### config.mk
export PLATFORM = sky130hd
export DESIGN_NAME = rat_intr_ctrl_flat
export DESIGN_NICKNAME = d
export VERILOG_FILES = /design/src/rtl/rat_pkg.sv /design/src/rtl/rat_intr_ctrl_if.sv /design/src/rtl/rat_sync_edge.sv /design/src/rtl/rat_intr_ctrl.sv /design/src/flat_wrapper.sv
export SDC_FILE = /design/constraint.sdc
export NUM_CORES = 1
export LEC_CHECK = 0
export BUFFER_PORTS_ARGS = -buffer_cell sky130_fd_sc_hd__buf_2
export CAP_MARGIN = 20
export CORE_ASPECT_RATIO = 2
export CORE_UTILIZATION = 50
export DETAILED_ROUTE_END_ITERATION = 8
export PLACE_DENSITY = 0.73
export SKIP_LAST_GASP = 1
export SYNTH_ARGS = -nofsm -noshare
export SYNTH_HDL_FRONTEND = slang
export SYNTH_SLANG_ARGS = --single-unit
### constraint.sdc
create_clock -name CLK -period 1.5 [get_ports CLK]
set_input_delay 0.3 -clock CLK [delete_from_list [all_inputs] [get_ports CLK]]
set_output_delay 0.3 -clock CLK [all_outputs]
set_load 0.02 [all_outputs]
### src/rtl/rat_pkg.sv
// ---------------------------------------------------------------------------
// rat_pkg
// Shared definitions for the RAT interrupt controller slice: the controller
// FSM state type and the default I/O port addresses it decodes on the CPU
// PORT_ID bus.
// ---------------------------------------------------------------------------
package rat_pkg;

    // IDLE   : waiting for an eligible pending source
    // ASSERT : INTERRUPT driven high, waiting for firmware ack
    // GUARD  : one dead cycle so RETIE retires before re-arbitration
    typedef enum logic [1:0] {
        IDLE   = 2'd0,
        ASSERT = 2'd1,
        GUARD  = 2'd2
    } intr_state_t;

    localparam logic [7:0] DEF_ID_PORT   = 8'hF0;
    localparam logic [7:0] DEF_MASK_PORT = 8'hF1;
    localparam logic [7:0] DEF_PEND_PORT = 8'hF2;
    localparam logic [7:0] DEF_ACK_PORT  = 8'hF3;

endpackage

### src/rtl/rat_intr_ctrl_if.sv
// ---------------------------------------------------------------------------
// rat_intr_ctrl_if
// CPU I/O port bus as seen by a RAT peripheral.
//   PORT_ID  : port address driven by the CPU
//   OUT_PORT : write data driven by the CPU
//   IO_STRB  : one-cycle write strobe per OUTPUT instruction
//   IN_DATA  : peripheral read data for the IN_PORT mux
//   IN_HIT   : peripheral claims the current PORT_ID (mux select)
// master = CPU side, slave = peripheral side.
// ---------------------------------------------------------------------------
interface rat_intr_ctrl_if;

    logic [7:0] PORT_ID;
    logic [7:0] OUT_PORT;
    logic       IO_STRB;
    logic [7:0] IN_DATA;
    logic       IN_HIT;

    modport master (
        output PORT_ID,
        output OUT_PORT,
        output IO_STRB,
        input  IN_DATA,
        input  IN_HIT
    );

    modport slave (
        input  PORT_ID,
        input  OUT_PORT,
        input  IO_STRB,
        output IN_DATA,
        output IN_HIT
    );

endinterface

### src/rtl/rat_sync_edge.sv
// ---------------------------------------------------------------------------
// rat_sync_edge
// N-bit synchronizer chain followed by a rising-edge detector.
//   i_clk    : clock
//   i_rst_n  : asynchronous active-low reset
//   i_async  : N request lines, possibly from another clock domain
//   o_rise   : one-cycle pulse per bit when the synchronized line goes 0->1
// STAGES = 0 bypasses the chain for sources already in the i_clk domain.
// ---------------------------------------------------------------------------
module rat_sync_edge #(
    parameter int N      = 8,
    parameter int STAGES = 2
) (
    input  logic         i_clk,
    input  logic         i_rst_n,
    input  logic [N-1:0] i_async,
    output logic [N-1:0] o_rise
);

    logic [N-1:0] w_synced;
    logic [N-1:0] r_prev;

    generate
        if (STAGES > 0) begin : g_sync
            logic [N-1:0] r_chain [STAGES];

            // Plain shift chain; only the last stage is used downstream.
            always_ff @(posedge i_clk or negedge i_rst_n) begin
                if (!i_rst_n) begin
                    for (int s = 0; s < STAGES; s++) begin
                        r_chain[s] <= '0;
                    end
                end else begin
                    r_chain[0] <= i_async;
                    for (int s = 1; s < STAGES; s++) begin
                        r_chain[s] <= r_chain[s-1];
                    end
                end
            end

            assign w_synced = r_chain[STAGES-1];
        end else begin : g_bypass
            assign w_synced = i_async;
        end
    endgenerate

    // Previous synchronized value, refreshed every cycle, so a line that is
    // held high yields exactly one rise pulse.
    always_ff @(posedge i_clk or negedge i_rst_n) begin
        if (!i_rst_n) begin
            r_prev <= '0;
        end else begin
            r_prev <= w_synced;
        end
    end

    assign o_rise = w_synced & ~r_prev;

endmodule

### src/rtl/rat_intr_ctrl.sv
// ---------------------------------------------------------------------------
// rat_intr_ctrl
// Multi-source interrupt controller for the RAT CPU. Latches request edges as
// pending, gates them with a software mask, picks the lowest-index eligible
// source and holds INTERRUPT high until firmware writes ACK_PORT.
//   CLK       : system clock
//   RESET_N   : asynchronous active-low reset
//   IRQ_SRC   : NUM_SRC level request lines (rising edge = one event)
//   bus       : CPU port bus (PORT_ID/OUT_PORT/IO_STRB in, IN_DATA/IN_HIT out)
//   INTERRUPT : registered interrupt request to the CPU
// Port map: ID_PORT (R) {in_service,4'b0,id}, MASK_PORT (R/W), PEND_PORT (R),
//           ACK_PORT (W, data ignored).
// ---------------------------------------------------------------------------
module rat_intr_ctrl
    import rat_pkg::*;
#(
    parameter int         NUM_SRC     = 8,
    parameter int         SYNC_STAGES = 2,
    parameter logic [7:0] ID_PORT     = DEF_ID_PORT,
    parameter logic [7:0] MASK_PORT   = DEF_MASK_PORT,
    parameter logic [7:0] PEND_PORT   = DEF_PEND_PORT,
    parameter logic [7:0] ACK_PORT    = DEF_ACK_PORT
) (
    input  logic               CLK,
    input  logic               RESET_N,
    input  logic [NUM_SRC-1:0] IRQ_SRC,
    rat_intr_ctrl_if.slave     bus,
    output logic               INTERRUPT
);

    intr_state_t        r_state;
    intr_state_t        w_nextState;
    logic [NUM_SRC-1:0] r_pend;
    logic [NUM_SRC-1:0] r_mask;
    logic [NUM_SRC-1:0] w_rise;
    logic [NUM_SRC-1:0] w_elig;
    logic [NUM_SRC-1:0] w_ackClr;
    logic [NUM_SRC-1:0] w_pendNext;
    logic [2:0]         r_activeId;
    logic [2:0]         w_winner;
    logic               r_interrupt;
    logic               w_ackStrb;
    logic               w_maskWr;
    logic [7:0]         w_maskExt;
    logic [7:0]         w_pendExt;

    rat_sync_edge #(
        .N      (NUM_SRC),
        .STAGES (SYNC_STAGES)
    ) u_syncEdge (
        .i_clk   (CLK),
        .i_rst_n (RESET_N),
        .i_async (IRQ_SRC),
        .o_rise  (w_rise)
    );

    assign w_ackStrb = bus.IO_STRB && (bus.PORT_ID == ACK_PORT);
    assign w_maskWr  = bus.IO_STRB && (bus.PORT_ID == MASK_PORT);
    assign w_elig    = r_pend & r_mask;

    // Fixed priority: scanning downward leaves the lowest set index.
    always_comb begin
        w_winner = '0;
        for (int i = NUM_SRC - 1; i >= 0; i--) begin
            if (w_elig[i]) begin
                w_winner = 3'(i);
            end
        end
    end

    // Only an ack while ASSERT clears anything; acks in IDLE/GUARD are dropped.
    // A rise in the same cycle is OR-ed in afterwards so the new event wins.
    always_comb begin
        w_ackClr = '0;
        for (int i = 0; i < NUM_SRC; i++) begin
            w_ackClr[i] = (r_state == ASSERT) && w_ackStrb && (r_activeId == 3'(i));
        end
        w_pendNext = (r_pend & ~w_ackClr) | w_rise;
    end

    // Next-state logic. Masking the in-service source does not leave ASSERT;
    // only the ack does.
    always_comb begin
        w_nextState = r_state;
        case (r_state)
            IDLE:    if (|w_elig)   w_nextState = ASSERT;
            ASSERT:  if (w_ackStrb) w_nextState = GUARD;
            GUARD:                  w_nextState = IDLE;
            default:                w_nextState = IDLE;
        endcase
    end

    // State, in-service ID and the registered INTERRUPT. The ID is only
    // loaded when leaving IDLE, so it stays frozen through ASSERT and GUARD.
    always_ff @(posedge CLK or negedge RESET_N) begin
        if (!RESET_N) begin
            r_state     <= IDLE;
            r_activeId  <= '0;
            r_interrupt <= 1'b0;
        end else begin
            r_state     <= w_nextState;
            r_interrupt <= (w_nextState == ASSERT);
            if ((r_state == IDLE) && (|w_elig)) begin
                r_activeId <= w_winner;
            end
        end
    end

    always_ff @(posedge CLK or negedge RESET_N) begin
        if (!RESET_N) begin
            r_pend <= '0;
            r_mask <= '0;
        end else begin
            r_pend <= w_pendNext;
            if (w_maskWr) begin
                r_mask <= bus.OUT_PORT[NUM_SRC-1:0];
            end
        end
    end

    assign INTERRUPT = r_interrupt;

    // Read mux; unused high bits of mask/pend read as zero.
    always_comb begin
        w_maskExt                = '0;
        w_pendExt                = '0;
        w_maskExt[NUM_SRC-1:0]   = r_mask;
        w_pendExt[NUM_SRC-1:0]   = r_pend;
        bus.IN_HIT               = 1'b0;
        bus.IN_DATA              = 8'h00;
        if (bus.PORT_ID == ID_PORT) begin
            bus.IN_HIT  = 1'b1;
            bus.IN_DATA = {(r_state == ASSERT), 4'b0000, r_activeId};
        end else if (bus.PORT_ID == MASK_PORT) begin
            bus.IN_HIT  = 1'b1;
            bus.IN_DATA = w_maskExt;
        end else if (bus.PORT_ID == PEND_PORT) begin
            bus.IN_HIT  = 1'b1;
            bus.IN_DATA = w_pendExt;
        end
    end

endmodule

### src/flat_wrapper.sv
// flat-port wrapper written by rule: the top's interface ports become plain ports
module rat_intr_ctrl_flat import rat_pkg::*;
#(
    parameter int         NUM_SRC     = 8,
    parameter int         SYNC_STAGES = 2,
    parameter logic [7:0] ID_PORT     = DEF_ID_PORT,
    parameter logic [7:0] MASK_PORT   = DEF_MASK_PORT,
    parameter logic [7:0] PEND_PORT   = DEF_PEND_PORT,
    parameter logic [7:0] ACK_PORT    = DEF_ACK_PORT
)
  (CLK, RESET_N, IRQ_SRC, INTERRUPT, bus_PORT_ID, bus_OUT_PORT, bus_IO_STRB, bus_IN_DATA, bus_IN_HIT);
  rat_intr_ctrl_if bus_i ();
  input  logic CLK;
  input  logic RESET_N;
  input  logic [NUM_SRC-1:0] IRQ_SRC;
  output logic INTERRUPT;
  input wire logic [$bits(bus_i.PORT_ID)-1:0] bus_PORT_ID;
  input wire logic [$bits(bus_i.OUT_PORT)-1:0] bus_OUT_PORT;
  input wire logic [$bits(bus_i.IO_STRB)-1:0] bus_IO_STRB;
  output wire logic [$bits(bus_i.IN_DATA)-1:0] bus_IN_DATA;
  output wire logic [$bits(bus_i.IN_HIT)-1:0] bus_IN_HIT;
  assign bus_i.PORT_ID = bus_PORT_ID;
  assign bus_i.OUT_PORT = bus_OUT_PORT;
  assign bus_i.IO_STRB = bus_IO_STRB;
  assign bus_IN_DATA = bus_i.IN_DATA;
  assign bus_IN_HIT = bus_i.IN_HIT;
  rat_intr_ctrl #(.NUM_SRC(NUM_SRC), .SYNC_STAGES(SYNC_STAGES), .ID_PORT(ID_PORT), .MASK_PORT(MASK_PORT), .PEND_PORT(PEND_PORT), .ACK_PORT(ACK_PORT)) u_core (.CLK(CLK), .RESET_N(RESET_N), .IRQ_SRC(IRQ_SRC), .bus(bus_i), .INTERRUPT(INTERRUPT));
endmodule
Word-level counts from Yosys, hierarchy flattened:

Index checks and enable logic that the tools add are counted.

* register bits after elaboration: 46
* bits of input ports: 27
* output and inout bits: 10

* equal/unequal tests: 13
* multiplexer cells: 17
* bitwise logic cells: 6
* reductions and logical operators: 15

Operator list (number)
* $eq A8 B8 Y1 const B: 4
* $and A8 B8 Y8: 3
* $mux W3: 8
* $mux W8: 3
* $not A8 Y8: 2
* $eq A3 B3 Y1 const B: 4
* $logic_and A1 B1 Y1: 12
* $or A8 B8 Y8: 1
* $reduce_or A8 Y1: 1
* $eq A3 B2 Y1 const B: 2
* $eq A2 B1 Y1 const B: 2
* $mux W2: 2
* $pmux W2 S2: 1
* $eq A3 B1 Y1 const B: 1
* $logic_not A3 Y1: 1
* $mux W1: 3
* $logic_not A2 Y1: 1

Longest topological paths before layout:

* word-level depth: 9
* gate-level depth with buffers: 5

By module:

A second synthesis with hierarchy kept.

* cell total of the unflattened synthesis: 152
* area total of the unflattened synthesis: 1936.9 um^2

By module, submodules not included
* rat_intr_ctrl: times used 1, cells an instance 120, area an instance 1226.2 um^2
* rat_sync_edge: times used 1, cells an instance 32, area an instance 710.7 um^2

Worst setup path before layout:

Ideal clock, no wire load.

* kind: input to output
* start point: input bus_PORT_ID[1]
* end point: output bus_IN_DATA[3]
* arrival: 1323 ps
* path slack: -123 ps
* stages on the path: 5
* buffers on the path: 2
* path through: clkbuf_1 > nor2b_1 > clkbuf_1 > a22oi_1 > nor2_1

* cells in the longest elaborated chain, start to end: 4
* elaborated cells between the ends (all ways): 6

RTL lines
* from (decl): line flat_wrapper.sv:17 `input wire logic [$bits(bus_i.PORT_ID)-1:0] bus_PORT_ID;`
* $eq A8 B8 Y1: line rat_intr_ctrl.sv:137 `end else if (bus.PORT_ID == PEND_PORT) begin`
* $mux W8: line rat_intr_ctrl.sv:137
* $mux W8: line rat_intr_ctrl.sv:134 `end else if (bus.PORT_ID == MASK_PORT) begin`
* $mux W8 (*): line rat_intr_ctrl.sv:131 `if (bus.PORT_ID == ID_PORT) begin`
* to (decl): line flat_wrapper.sv:20 `output wire logic [$bits(bus_i.IN_DATA)-1:0] bus_IN_DATA;`

Mark *: on every way between the ends. The rest lies on a longest branch, timed or not.

Worst setup path after layout:

* start point: register u_core.r_state[1]
* end point: output bus_IN_DATA[7]

* cells in the longest elaborated chain, start to end: 2

RTL lines
* from (decl): line rat_intr_ctrl.sv:31 `intr_state_t r_state;`
* from (signal assigned): line rat_intr_ctrl.sv:101 `r_state <= w_nextState;`
* $eq A2 B1 Y1: line rat_intr_ctrl.sv:133 `bus.IN_DATA = {(r_state == ASSERT), 4'b0000, r_activeId};`
* $mux W8: line rat_intr_ctrl.sv:131

No other way between the ends.

==> results by group <==
Outcome
  – Status: finished, violations left
  – Failing checks: setup timing

Routing
  – TritonRoute pass-1 iters: 4
  – DRT iter0 DRCs: 49
  – Post-Route WL: 4885 um
  – Post-DRT Antenna Nets: 0
  – Vias per cell: 5.485
  – Remaining DRCs: 0
  – Vias: 1492
  – Wire length per cell: 17.96 um

Layout
  – P&R area growth vs syn: 42.15%
  – N_diodes: 0
  – Nets@finish: 249
  – Ratio of cells with drive above 1 in the final layout: 0.4888

Place
  – Final HPWL DP: 3157 um
  – Placer Congestion: 0.9455
  – I/O Buffers: 36
  – Pre-CTS setup slack: -0.1809 ns

Floorplan
  – Die ar.: 0.004028 mm^2
  – Initial Utilization: 0.5217
  – Row Count: 31
  – IO Pins: 37
  – Core area: 0.003607 mm^2
  – Die Ht: 88.76 um
  – Die X: 45.38 um

Clocking
  – Sink Count: 46
  – TritonCTS clock tree: yes
  – CTS Root Cell: clkbuf_8
  – CTS Buf Count: 5
  – CTS Hold Buffers Added: 0
  – Clk pin slew, worst setup/hold paths: 0.09 ns
  – Max clock buf depth: 2
  – Worst skew pair latency: 0.30 ns
  – H-tree Lvls: 2

Job
  – Max-cap violations: 0

Logic synthesis
  – Average size of a mapped cell: 11.91 um^2
  – Post-Syn Area: 0.001882 mm^2
  – Synth async-reset ratio: 1.000
  – Syn Nets: 185
  – Most frequent cells after synthesis: dfrtp_1, nor2_1, o21ai_0, nand2_1
  – Ys flop type: dfrtp_1
  – Post-synthesis mux area share: 0.08511
  – Sequential share of the synthesized area: 0.6117
  – Top-count cell post-synth: dfrtp_1
  – Ys Warns: 0
  – Yosys top cell area share: 0.6117
  – Synth cell types: 37
  – Flop and latch count out of synthesis: 46
  – Post-synth EDFFs: 0
  – Synth Area in Simple Gates: 0.1277
  – Post-Synth XOR/XNOR Area: 0
  – Top post-synthesis cells by area: dfrtp_1, mux2_4, o21ai_0
  – Compound-Gate Fraction of Synth Area: 0.1370
  – Yosys top cell by area: dfrtp_1
  – Largest family of logic cells by synthesized area: compound AO/OA/AOI/OAI gates
  – Synth Area in Adders: 0
  – Post-Syn Instances: 158

Timing
  – Slew HR: 0.6208
  – Final hold vios: 0
  – Worst-Margin Slew: 0.5688 ns
  – Minimum clock period: 1.639 ns
  – RSZ-0062 raised after global routing: yes
  – PnR worst setup slack: -0.1388 ns
  – Period utilization: 1.093
  – Final setup vio count: 9
  – Final Max Tran Viols: 0
  – Achievable frequency: 610.2 MHz
  – Worst Skew: 0.01134 ns

GRT
  – Total track usage: 0.2661
  – Vias in the first global route: 1545
  – Remaining global-route overflow: 0
  – Initial antenna violation count: 0
  – First-pass GRT wire length: 7362 um
  – Largest net degree at the start of global routing: 47

Worst setup path
  – Worst Path Max Fanout: 2
  – CP Data Arrival Time: 1.34 ns
  – CP required: 1.20 ns
  – Critical Path Start Type: register
  – Crit end category: primary output
  – WS Path Type: register to primary output

Power
  – Pwr Density: 1019 mW/mm^2
  – Pleak: 1.250 nW
  – Total power: 2.727 mW
  – Max IR drop VDD: 1.070 mV

Worst hold path
  – HP Class: primary input to asynchronous set/reset pin
what timing repair did:
item	CTS	global route
endpoints found under the setup margin	11	17
hold endpoints to repair	0	0
setup buffers	10	2
pin swaps	5	12
resized for setup	33	27
cloned	1	0
critical path, stage by stage, from the launching register on:
cell and delay (ns):
dfrtp_1 0.42, nor2b_4 0.16, mux2i_1 0.08, a2bb2oi_1 0.13
nor2_1 0.10, buf_4 0.15
power breakdown:
part	total (mW)	internal, mW	switching (mW)
combinational	0.470	0.233	0.238
clock	0.907	0.497	0.410
sequential	1.35	1.31	0.0412
total	2.73	2.04	0.689
final timing paths:
path                                                                 from                                             end  slack (ns)  cells past startpoint
setup / recovery                              u_core.r_state[1]$_DFF_PN0_                                  bus_IN_DATA[7]       -0.14                      5
hold / removal                                                    RESET_N                    u_core.r_mask[3]$_DFFE_PN0P_        0.07                      2
setup reg to reg                             u_core.r_mask[2]$_DFFE_PN0P_                     u_core.r_state[0]$_DFF_PN0_        0.06                      5
hold reg to reg            u_core.u_syncEdge.g_sync.r_chain[10]$_DFF_PN0_         u_core.u_syncEdge.w_synced[2]$_DFF_PN0_        0.35                      0
max in group asynchronous                                         RESET_N                u_core.r_activeId[2]$_DFFE_PN0P_        1.01                      2
min in group CLK                                               IRQ_SRC[5]  u_core.u_syncEdge.g_sync.r_chain[13]$_DFF_PN0_        0.10                      1
state kept, by name (all words and copies together) (netlist names):
signal                            cells
u_core.r_state                        2
u_core.r_pend                         8
u_core.r_mask                         8
u_core.u_syncEdge.r_prev              8
u_core.INTERRUPT                      1
u_core.u_syncEdge.w_synced            8
u_core.r_activeId                     3
u_core.u_syncEdge.g_sync.r_chain      8
per-stage QoR:
step,std cells,cell area (um^2),util,hold WS [ns],TNS [ns]
after floorplan,158,1912,-,0.004409,-0.7989
after global placement,251,2231,0.6185,0.3324,-2.041
after detailed placement,251,2231,0.6185,0.3380,-2.634
after CTS,270,2542,0.7048,0.08599,-0.2664
after global routing,272,2675,0.7416,0.08950,-1.164
final,272,2675,0.7416,0.06623,-0.7391
routing by layer:
metal,global-route usage,wire (um),vias up
li1,-,-,682
met1,0.2925,1824,737
met2,0.4442,2704,57
met3,0.04490,154,16
met4,0.1846,201,0
met5,0,0,-
cells by family after synthesis:
| kind of cell | after synthesis |
|---|---|
| flip-flops | 46 |
| AND/OR/NAND/NOR | 44 |
| multiplexers | 12 |
| AO/OA/AOI/OAI | 41 |
| buffers and inverters | 15 |
placed cells by master, fill, tap and decap left out, types with 5 or more instances in the layout:
master and n:
mux2_4 8, buf_2 22, buf_6 16, clkbuf_8 5
nand2_1 10, a21oi_1 6, buf_4 23, nor2_1 5
dfrtp_1 44, nor2_4 6, inv_1 9, o21ai_0 10
final cells by class:
class | count | area, um^2
clock buffers | 6 | 72.57
clock inverters | 2 | 37.54
fillers | 272 | 932.1
inverters | 9 | 33.78
multi-input cells | 97 | 818.3
flip-flops and latches | 46 | 1154
well taps | 49 | 61.31
repair buffers | 63 | 498.0
Power figures use the tool's default switching activity.
